$ cat config.mk
export PLATFORM = sky130hd
export DESIGN_NAME = mem_port_arbiter
export DESIGN_NICKNAME = d
export VERILOG_FILES = /design/src/rtl/mem_port_arbiter.sv
export SDC_FILE = /design/constraint.sdc
export NUM_CORES = 1
export LEC_CHECK = 0
export CAP_MARGIN = 15
export CORE_ASPECT_RATIO = 1.2
export CORE_MARGIN = 1.5
export CORE_UTILIZATION = 39
export CTS_BUF_LIST = sky130_fd_sc_hd__clkbuf_4
export DETAILED_ROUTE_END_ITERATION = 8
export HOLD_SLACK_MARGIN = 0.08
export PLACE_DENSITY = 0.79
export SLEW_MARGIN = 20
export SYNTH_ARGS = -nofsm -noshare
export SYNTH_HDL_FRONTEND = slang
export SYNTH_SLANG_ARGS = --single-unit
$ cat constraint.sdc
create_clock -name clk -period 2.2 [get_ports clk]
set_input_delay 0.33 -clock clk [delete_from_list [all_inputs] [get_ports clk]]
set_output_delay 0.33 -clock clk [all_outputs]
set_load 0.02 [all_outputs]
$ cat src/rtl/mem_port_arbiter.sv
// mem_port_arbiter: round-robin front end that lets two requesters share one
// memory controller. Each transaction is one command pulse to the controller,
// a fixed write occupancy or a bounded wait for read data, then a one-cycle
// completion pulse back to the granted requester.
//
// state     | meaning
// ----------+----------------------------------------------------------------
// S_IDLE    | no transaction; arbitrate any pending request on the next edge
// S_ISSUE   | single cycle with cpu_wr_req or cpu_rd_req asserted
// S_WAIT_WR | controller busy with the write; down-counter runs to zero
// S_WAIT_RD | waiting for cpu_data_valid; up-counter bounds the wait
// S_DONE    | done/rdata/err presented to the granted requester for one cycle
module mem_port_arbiter #(
  parameter int ADDR_WIDTH = 10,
  parameter int DATA_WIDTH = 32,
  parameter int WR_CYCLES  = 2,
  parameter int RD_TIMEOUT = 64
) (
  input  logic                  clk,
  input  logic                  resetn,

  input  logic                  m0_req,
  input  logic                  m0_we,
  input  logic [ADDR_WIDTH-1:0] m0_addr,
  input  logic [DATA_WIDTH-1:0] m0_wdata,
  output logic [DATA_WIDTH-1:0] m0_rdata,
  output logic                  m0_done,
  output logic                  m0_err,

  input  logic                  m1_req,
  input  logic                  m1_we,
  input  logic [ADDR_WIDTH-1:0] m1_addr,
  input  logic [DATA_WIDTH-1:0] m1_wdata,
  output logic [DATA_WIDTH-1:0] m1_rdata,
  output logic                  m1_done,
  output logic                  m1_err,

  output logic                  cpu_wr_req,
  output logic                  cpu_rd_req,
  output logic [ADDR_WIDTH-1:0] cpu_addr,
  output logic [DATA_WIDTH-1:0] cpu_data_in,
  input  logic [DATA_WIDTH-1:0] cpu_data_out,
  input  logic                  cpu_data_valid,

  output logic                  busy,
  output logic                  gnt_id
);

  // Both WR_CYCLES and RD_TIMEOUT are limited to 255, so 8 bits cover either counter.
  localparam logic [7:0] WR_LOAD = 8'(WR_CYCLES - 1);
  localparam logic [7:0] RD_LAST = 8'(RD_TIMEOUT - 1);

  typedef enum logic [2:0] {
    S_IDLE,
    S_ISSUE,
    S_WAIT_WR,
    S_WAIT_RD,
    S_DONE
  } state_t;

  state_t                  state_q;
  logic [7:0]              cnt_q;
  logic                    we_q;
  logic                    gnt_q;
  logic                    last_q;
  logic                    busy_q;
  logic                    cpu_wr_req_q;
  logic                    cpu_rd_req_q;
  logic [ADDR_WIDTH-1:0]   cpu_addr_q;
  logic [DATA_WIDTH-1:0]   cpu_data_in_q;
  logic                    m0_done_q;
  logic                    m1_done_q;
  logic                    m0_err_q;
  logic                    m1_err_q;
  logic [DATA_WIDTH-1:0]   m0_rdata_q;
  logic [DATA_WIDTH-1:0]   m1_rdata_q;

  logic                    grant_d;
  logic                    sel_we_d;
  logic [ADDR_WIDTH-1:0]   sel_addr_d;
  logic [DATA_WIDTH-1:0]   sel_wdata_d;
  logic                    fin_d;
  logic                    fin_err_d;
  logic [DATA_WIDTH-1:0]   fin_rdata_d;

  // Round-robin pick: on contention the requester not served last wins.
  always_comb begin
    grant_d = 1'b0;
    if (m0_req && m1_req) begin
      grant_d = ~last_q;
    end else if (m1_req) begin
      grant_d = 1'b1;
    end
    sel_we_d    = grant_d ? m1_we    : m0_we;
    sel_addr_d  = grant_d ? m1_addr  : m0_addr;
    sel_wdata_d = grant_d ? m1_wdata : m0_wdata;
  end

  // Completion of the wait phase; valid read data takes priority over the timeout.
  always_comb begin
    fin_d       = 1'b0;
    fin_err_d   = 1'b0;
    fin_rdata_d = '0;
    case (state_q)
      S_WAIT_WR: begin
        fin_d = (cnt_q == 8'd0);
      end
      S_WAIT_RD: begin
        if (cpu_data_valid) begin
          fin_d       = 1'b1;
          fin_rdata_d = cpu_data_out;
        end else if (cnt_q == RD_LAST) begin
          fin_d     = 1'b1;
          fin_err_d = 1'b1;
        end
      end
      default: ;
    endcase
  end

  // Transaction sequencer with all outputs registered; pulses default low each cycle.
  always_ff @(posedge clk or negedge resetn) begin
    if (!resetn) begin
      state_q       <= S_IDLE;
      cnt_q         <= '0;
      we_q          <= 1'b0;
      gnt_q         <= 1'b0;
      last_q        <= 1'b1;
      busy_q        <= 1'b0;
      cpu_wr_req_q  <= 1'b0;
      cpu_rd_req_q  <= 1'b0;
      cpu_addr_q    <= '0;
      cpu_data_in_q <= '0;
      m0_done_q     <= 1'b0;
      m1_done_q     <= 1'b0;
      m0_err_q      <= 1'b0;
      m1_err_q      <= 1'b0;
      m0_rdata_q    <= '0;
      m1_rdata_q    <= '0;
    end else begin
      cpu_wr_req_q <= 1'b0;
      cpu_rd_req_q <= 1'b0;
      m0_done_q    <= 1'b0;
      m1_done_q    <= 1'b0;
      m0_err_q     <= 1'b0;
      m1_err_q     <= 1'b0;
      m0_rdata_q   <= '0;
      m1_rdata_q   <= '0;

      case (state_q)
        S_IDLE: begin
          if (m0_req || m1_req) begin
            gnt_q         <= grant_d;
            we_q          <= sel_we_d;
            cpu_addr_q    <= sel_addr_d;
            cpu_data_in_q <= sel_wdata_d;
            cpu_wr_req_q  <= sel_we_d;
            cpu_rd_req_q  <= ~sel_we_d;
            busy_q        <= 1'b1;
            state_q       <= S_ISSUE;
          end
        end

        S_ISSUE: begin
          if (we_q) begin
            cnt_q   <= WR_LOAD;
            state_q <= S_WAIT_WR;
          end else begin
            cnt_q   <= '0;
            state_q <= S_WAIT_RD;
          end
        end

        S_WAIT_WR, S_WAIT_RD: begin
          if (fin_d) begin
            cnt_q   <= '0;
            state_q <= S_DONE;
            if (gnt_q) begin
              m1_done_q  <= 1'b1;
              m1_err_q   <= fin_err_d;
              m1_rdata_q <= fin_rdata_d;
            end else begin
              m0_done_q  <= 1'b1;
              m0_err_q   <= fin_err_d;
              m0_rdata_q <= fin_rdata_d;
            end
          end else if (state_q == S_WAIT_WR) begin
            cnt_q <= cnt_q - 8'd1;
          end else begin
            cnt_q <= cnt_q + 8'd1;
          end
        end

        S_DONE: begin
          last_q  <= gnt_q;
          busy_q  <= 1'b0;
          state_q <= S_IDLE;
        end

        default: begin
          state_q <= S_IDLE;
        end
      endcase
    end
  end

  assign cpu_wr_req  = cpu_wr_req_q;
  assign cpu_rd_req  = cpu_rd_req_q;
  assign cpu_addr    = cpu_addr_q;
  assign cpu_data_in = cpu_data_in_q;
  assign m0_done     = m0_done_q;
  assign m1_done     = m1_done_q;
  assign m0_err      = m0_err_q;
  assign m1_err      = m1_err_q;
  assign m0_rdata    = m0_rdata_q;
  assign m1_rdata    = m1_rdata_q;
  assign busy        = busy_q;
  assign gnt_id      = gnt_q;

endmodule

After elaboration in Yosys (flattened, before gate mapping)
Cells that the tools add are included.
W data, S select, Z words.
{"block": "totals", "out_inout_bits": 114, "regBits": 127, "word_cells": 81}
{"block": "classes", "add_sub_neg": 2, "n_reduce_logical": 10, "mux": 44, "n_eq_ne": 7, "bitwise_logic": 2}
{"op": "$mux W32", "n": 9}
{"op": "$mux W1", "n": 26}
{"op": "$mux W8", "n": 2}
{"op": "$pmux W8 S2", "n": 1}
{"op": "$mux W10", "n": 1}
{"op": "$pmux W3 S3", "n": 1}
{"op": "$add A8 B1 Y8 const B", "n": 1}
{"op": "$eq A8 B6 Y1 const B", "n": 1}
{"op": "$logic_not A8 Y1", "n": 1}
{"op": "$sub A8 B1 Y8 const B", "n": 1}
{"op": "$eq A3 B2 Y1 const B", "n": 2}
{"op": "$mux W3", "n": 2}
{"op": "$reduce_and A2 Y1", "n": 3}
{"op": "$ne A2 B2 Y1 const B", "n": 2}
{"op": "$pmux W1 S2", "n": 2}
{"op": "$reduce_bool A2 Y1", "n": 2}
{"op": "$eq A3 B1 Y1 const B", "n": 1}
{"op": "$eq A3 B3 Y1 const B", "n": 1}
{"op": "$logic_not A3 Y1", "n": 1}
{"op": "$not A1 Y1", "n": 2}
{"op": "$reduce_or A2 Y1", "n": 1}
{"op": "$logic_and A1 B1 Y1", "n": 1}
{"op": "$logic_or A1 B1 Y1", "n": 1}

Depth between registers and ports, before layout
{"block": "logic_depth", "depth_word": 7, "depth_mapped": 8, "ltp_nobuf": 6}

Worst setup path before layout
OpenSTA, ideal clock, no wires.
{"block": "synth_path", "path_type": "register to register", "from": "register state_q[1]", "to": "register cnt_q[6]", "path_stages_with_launch": 8, "synth_period_minus_slack_ns": 2.131, "path_slack_ns": 0.069, "setup_ns": 0.126, "t_arrival_ns": 2.005, "cell_sequence": "dfrtp_1 > buf_2 > nor3b_2 > ha_1 > a21oi_1 > o21ai_0 > a311oi_1 > o31ai_1"}
{"block": "synth_via", "elab_chain_len": 4}
{"element": "start, declared", "line": "61", "text": "state_t state_q;"}
{"element": "start signal, assigned", "line": "124", "text": "state_q <= S_IDLE;"}
{"element": "start signal, assigned", "line": "160", "text": "state_q <= S_ISSUE;"}
{"element": "start signal, assigned", "line": "167", "text": "state_q <= S_WAIT_WR;"}
{"element": "$eq A3 B2 Y1 (on tied branches)", "line": "104, 150, 187"}
{"element": "$pmux W1 S2 / $mux W8 (equally long branches)", "line": "104, 187"}
{"element": "$mux W8", "line": "175", "text": "if (fin_d) begin"}
{"element": "$pmux W8 S2", "line": "150", "text": "case (state_q)"}
{"element": "end signal, assigned", "line": "188", "text": "cnt_q <= cnt_q - 8'd1;"}
{"element": "end signal, assigned", "line": "190", "text": "cnt_q <= cnt_q + 8'd1;"}
{"element": "end, declared", "line": "62", "text": "logic [7:0] cnt_q;"}
Parallel ways exist; a longest one is shown, timed or not.
A chain may end at the register's enable or synchronous reset.

Worst setup path after layout
{"block": "layout_path", "from": "register gnt_q (netlist: gnt_id)", "to": "output port gnt_id"}
{"element": "start, declared", "line": "64", "text": "logic gnt_q;"}
{"element": "start signal, assigned", "line": "153", "text": "gnt_q <= grant_d;"}
{"element": "end, declared", "line": "46", "text": "output logic gnt_id"}
No word-level cell between the ends.

==> impl_metrics.prom <==
# TYPE chip_impl_metric gauge
chip_impl_info{name="run_status",value="finished, final reports clean"} 1
chip_impl_metric{name="synth_enable_flop_cells",unit=""} 0
chip_impl_metric{name="grt_usage",unit="%"} 20.0
chip_impl_metric{name="timing.slew.headroom",unit="%"} 62.0
chip_impl_metric{name="p_seq_share",unit="%"} 36.1
chip_impl_metric{name="setup_fix_buffers_added_after_clock_tree_synthesis",unit=""} 0
chip_impl_metric{name="synth_cell_types",unit=""} 48
chip_impl_metric{name="p_total",unit="mW"} 9.27
chip_impl_metric{name="route.antenna.remaining_nets",unit=""} 0
chip_impl_info{name="post-synth-top-area-cell",value="dfrtp_1"} 1
chip_impl_metric{name="crit_fanout",unit=""} 6
chip_impl_metric{name="synth_async_sr_flop_share",unit="%"} 100
chip_impl_metric{name="worst_setup_hold_path_clk_slew",unit="ns"} 0.10
chip_impl_metric{name="syn-num-nets",unit=""} 573
chip_impl_metric{name="crit_required",unit="ns"} 1.87
chip_impl_info{name="synthTopCellsByCount",value="126 x dfrtp_1, 67 x and2_1, 54 x nand2_1, 46 x o21ai_0, 43 x mux2i_1"} 1
chip_impl_info{name="worst_hold_path_type",value="in -> async"} 1
chip_impl_metric{name="grt_pass1_vias",unit=""} 4292
chip_impl_metric{name="power-per-cell-area",unit="nW/um^2"} 1140
chip_impl_metric{name="dp.final_hpwl",unit="mm"} 11.1
chip_impl_metric{name="power.ir.vdd_worst",unit="V"} 0.000656
chip_impl_metric{name="postSynthAreaPerCell",unit="sq um"} 11.8
chip_impl_metric{name="timing.critical_path.arrival",unit="ns"} 1.68
chip_impl_info{name="timing.setup.critical_path_class",value="reg -> out"} 1
chip_impl_metric{name="floorplan.rows",unit=""} 46
chip_impl_metric{name="tightestPinTransition",unit="ns"} 0.571
chip_impl_metric{name="hold_violations",unit=""} 0
chip_impl_metric{name="design.core.area",unit="sq um"} 13200
chip_impl_metric{name="die-area",unit="sq um"} 14200
chip_impl_metric{name="clkPwrFrac",unit="%"} 17.8
chip_impl_info{name="synthMostInstantiatedCell",value="dfrtp_1"} 1
chip_impl_metric{name="avgRoutedWirePerCell",unit="um"} 16.5
chip_impl_metric{name="antenna_found_initial",unit=""} 1
chip_impl_metric{name="drcViolationCount",unit=""} 0
chip_impl_metric{name="clkLatencyLatePin",unit="ns"} 0.50
chip_impl_metric{name="finClkSkew",unit="ns"} 0.0131
chip_impl_metric{name="initial_utilization",unit="%"} 39.8
chip_impl_info{name="worst_path_dominant_cell_family",value="buffers and inverters"} 1
chip_impl_metric{name="static-leakage-power",unit="nW"} 3.68
chip_impl_metric{name="detailedRoute.firstPassIterationCount",unit=""} 4
chip_impl_metric{name="io-pin-count",unit=""} 237
chip_impl_metric{name="grt_first_pass_wirelength",unit="mm"} 21.3
chip_impl_metric{name="synthToLayoutAreaGrowth",unit="%"} 54.9
chip_impl_info{name="crit_chain",value="clkdlybuf4s50_1"} 1
chip_impl_metric{name="yosys_warnings",unit=""} 0
chip_impl_metric{name="postSynthRegisterBits",unit=""} 127
chip_impl_metric{name="drt_first_iter_violations",unit=""} 153
chip_impl_metric{name="numPortBuffers",unit=""} 236
chip_impl_metric{name="via_count",unit=""} 4141
chip_impl_metric{name="sw_share",unit="%"} 37.7
chip_impl_metric{name="fin_setup_tns",unit="ns"} 0
chip_impl_info{name="postSynth.topFlopCell",value="dfrtp_1"} 1
chip_impl_metric{name="internal_portion_of_total_power",unit="mW"} 5.77
chip_impl_metric{name="clock_tree.htree_level_count",unit=""} 4
chip_impl_metric{name="maxSlewViolCount",unit=""} 0
chip_impl_metric{name="final.fill_count",unit=""} 1078
chip_impl_metric{name="globalplace.congestion",unit=""} 0.828
chip_impl_metric{name="overflow",unit=""} 0
chip_impl_metric{name="post_route_cells_drive_above_1_share",unit="%"} 8.43
chip_impl_metric{name="fin_crit_share",unit="%"} 91.3
chip_impl_info{name="clock-root-buffer",value="clkbuf_4"} 1
chip_impl_info{name="worstSetupEndpointType",value="output pin"} 1
chip_impl_info{name="crit_slowest_cell",value="clkdlybuf4s50_1"} 1
chip_impl_metric{name="synth_area",unit="sq um"} 5250
chip_impl_metric{name="cts-root-to-sink-buffers",unit=""} 2
chip_impl_metric{name="synth_top_cell_area_share",unit="%"} 60.1
chip_impl_info{name="rsz0062_at_grt",value="false"} 1
chip_impl_metric{name="fin_nets",unit=""} 817
chip_impl_metric{name="netlist_instances",unit=""} 443
chip_impl_metric{name="synth.yosys.seq_area_share",unit="%"} 60.6
chip_impl_metric{name="cts_buffers",unit=""} 17
chip_impl_info{name="post_synth_main_area_contributors",value="dfrtp_1 60%, mux2i_1 8.2%, and2_1 8.0%"} 1
chip_impl_metric{name="power.net_switching",unit="mW"} 3.49
chip_impl_info{name="tritoncts_clock_tree",value="done"} 1
chip_impl_metric{name="post_drt_via_cell_ratio",unit=""} 4.77
chip_impl_metric{name="achievable-frequency",unit="MHz"} 498
chip_impl_metric{name="finalSetupViolations",unit=""} 0
chip_impl_metric{name="slowest_delay",unit="ns"} 0.68
chip_impl_info{name="critPathLaunchType",value="flop"} 1
chip_impl_metric{name="comb_power_share",unit="%"} 46.2
chip_impl_metric{name="maxCapViolCount",unit=""} 0
chip_impl_metric{name="grt_max_degree",unit=""} 69
chip_impl_metric{name="x_dimension_of_the_die",unit="um"} 109
chip_impl_metric{name="routed_wirelength",unit="mm"} 14.3
chip_impl_metric{name="path_buf_inv",unit=""} 1
chip_impl_metric{name="count_of_clock_tree_sinks",unit=""} 127
chip_impl_metric{name="final_period_minus_worst_setup_slack",unit="ns"} 2.01
chip_impl_metric{name="die_y",unit="um"} 130
## cells by family after synthesis
group,count (synthesis),share of synthesized area [%]
compound gates,77,8.80
buf+inv,32,3.86
simple gates,152,15.9
fa+ha+maj,7,1.81
xor+xnor,4,0.668
mux,44,8.42
flops,127,60.6
## layer usage
| metal | track usage, % | vias to the layer above | wire length, um |
|---|---|---|---|
| met5 | 0 | - | 0 |
| met4 | 10.1 | 0 | 524 |
| met3 | 3.70 | 32 | 539 |
| met2 | 36.6 | 107 | 8070 |
| met1 | 21.8 | 2014 | 5170 |
| li1 | - | 1988 | - |
## timing repair
| action | in CTS | in global routing |
|---|---|---|
| endpoints found under the setup margin | 0 | 2 |
| hold buffers | 1 | 0 |
| resized for setup | 0 | 2 |
| hold endpoints to repair | 37 | 0 |
## state kept, by name, indices dropped and copies added, names as in the netlist
| register | count |
|---|---|
| cpu_addr | 10 |
| m0_done | 1 |
| m1_rdata | 32 |
| cpu_wr_req | 1 |
| gnt_id | 1 |
| last_q | 1 |
| m1_done | 1 |
| state_q | 3 |
| m0_err | 1 |
| cnt_q | 8 |
| busy | 1 |
| m1_err | 1 |
| cpu_data_in | 32 |
| m0_rdata | 32 |
| cpu_rd_req | 1 |
| we_q | 1 |
## layout by cell type (no fill, tap or decap), types with 4 or more instances in the layout
master,synthesis,final
dfrtp_1,126,126
clkbuf_4,0,20
clkinv_2,0,4
buf_12,0,4
nor2_1,6,6
and2_1,67,67
mux2i_1,43,43
o31ai_1,7,7
inv_1,5,5
clkdlybuf4s50_1,0,235
buf_4,1,11
o21ai_0,46,46
a21oi_1,8,7
nand2_1,54,54
ha_1,6,6
## worst paths after layout
| check | from | endpoint | slack, ns | depth (start not counted) |
|---|---|---|---|---|
| max | gnt_id | gnt_id | 0.19 | 1 |
| min | resetn | m1_rdata[19] | 0.38 | 2 |
| max reg2reg | state_q[1] | cnt_q[6] | 0.19 | 7 |
| min reg2reg | cpu_data_in[31] | cpu_data_in[31] | 0.49 | 2 |
| max in group asynchronous | resetn | cpu_data_in[23] | 1.13 | 3 |
| min in group clk | cpu_data_out[3] | m0_rdata[3] | 0.40 | 2 |
## layout make-up
| cell class | count | area [sq um] | share of cell area, % |
|---|---|---|---|
| Sequential cell | 127 | 3180 | 39.1 |
| Inverter | 6 | 22.5 | 0.277 |
| Tap cell | 168 | 210 | 2.59 |
| Multi-Input combinational cell | 284 | 1900 | 23.3 |
| Antenna cell | 1 | 2.50 | 0.0308 |
| Timing Repair Buffer | 251 | 2520 | 31.1 |
| Clock buffer | 20 | 150 | 1.85 |
| Clock inverter | 12 | 143 | 1.75 |
## per-stage QoR
stage | setup slack (ns) | utilization [%] | instance area (sq um) | hold slack, ns | instances
final | 0.192 | 61.7 | 8130 | 0.377 | 869
after global routing | 0.0266 | 61.7 | 8130 | 0.358 | 869
after CTS | 0.123 | 61.6 | 8120 | 0.353 | 868
after detailed placement | 0.161 | 59.3 | 7820 | 0.361 | 835
after global placement | 0.213 | 59.3 | 7820 | 0.348 | 835
after floorplan | 0.0695 | - | 5250 | 0.0344 | 443
## power groups by stage
stage / clock network [mW] / registers [mW] / logic, mW
floorplan: 0 / 3.96 / 1.86
global placement: 0 / 3.36 / 4.14
detailed placement: 0 / 3.38 / 4.28
CTS: 1.70 / 3.34 / 4.29
global route: 1.80 / 3.40 / 4.67
finish: 1.65 / 3.34 / 4.28
No activity file was read; power rests on OpenSTA's default activity.
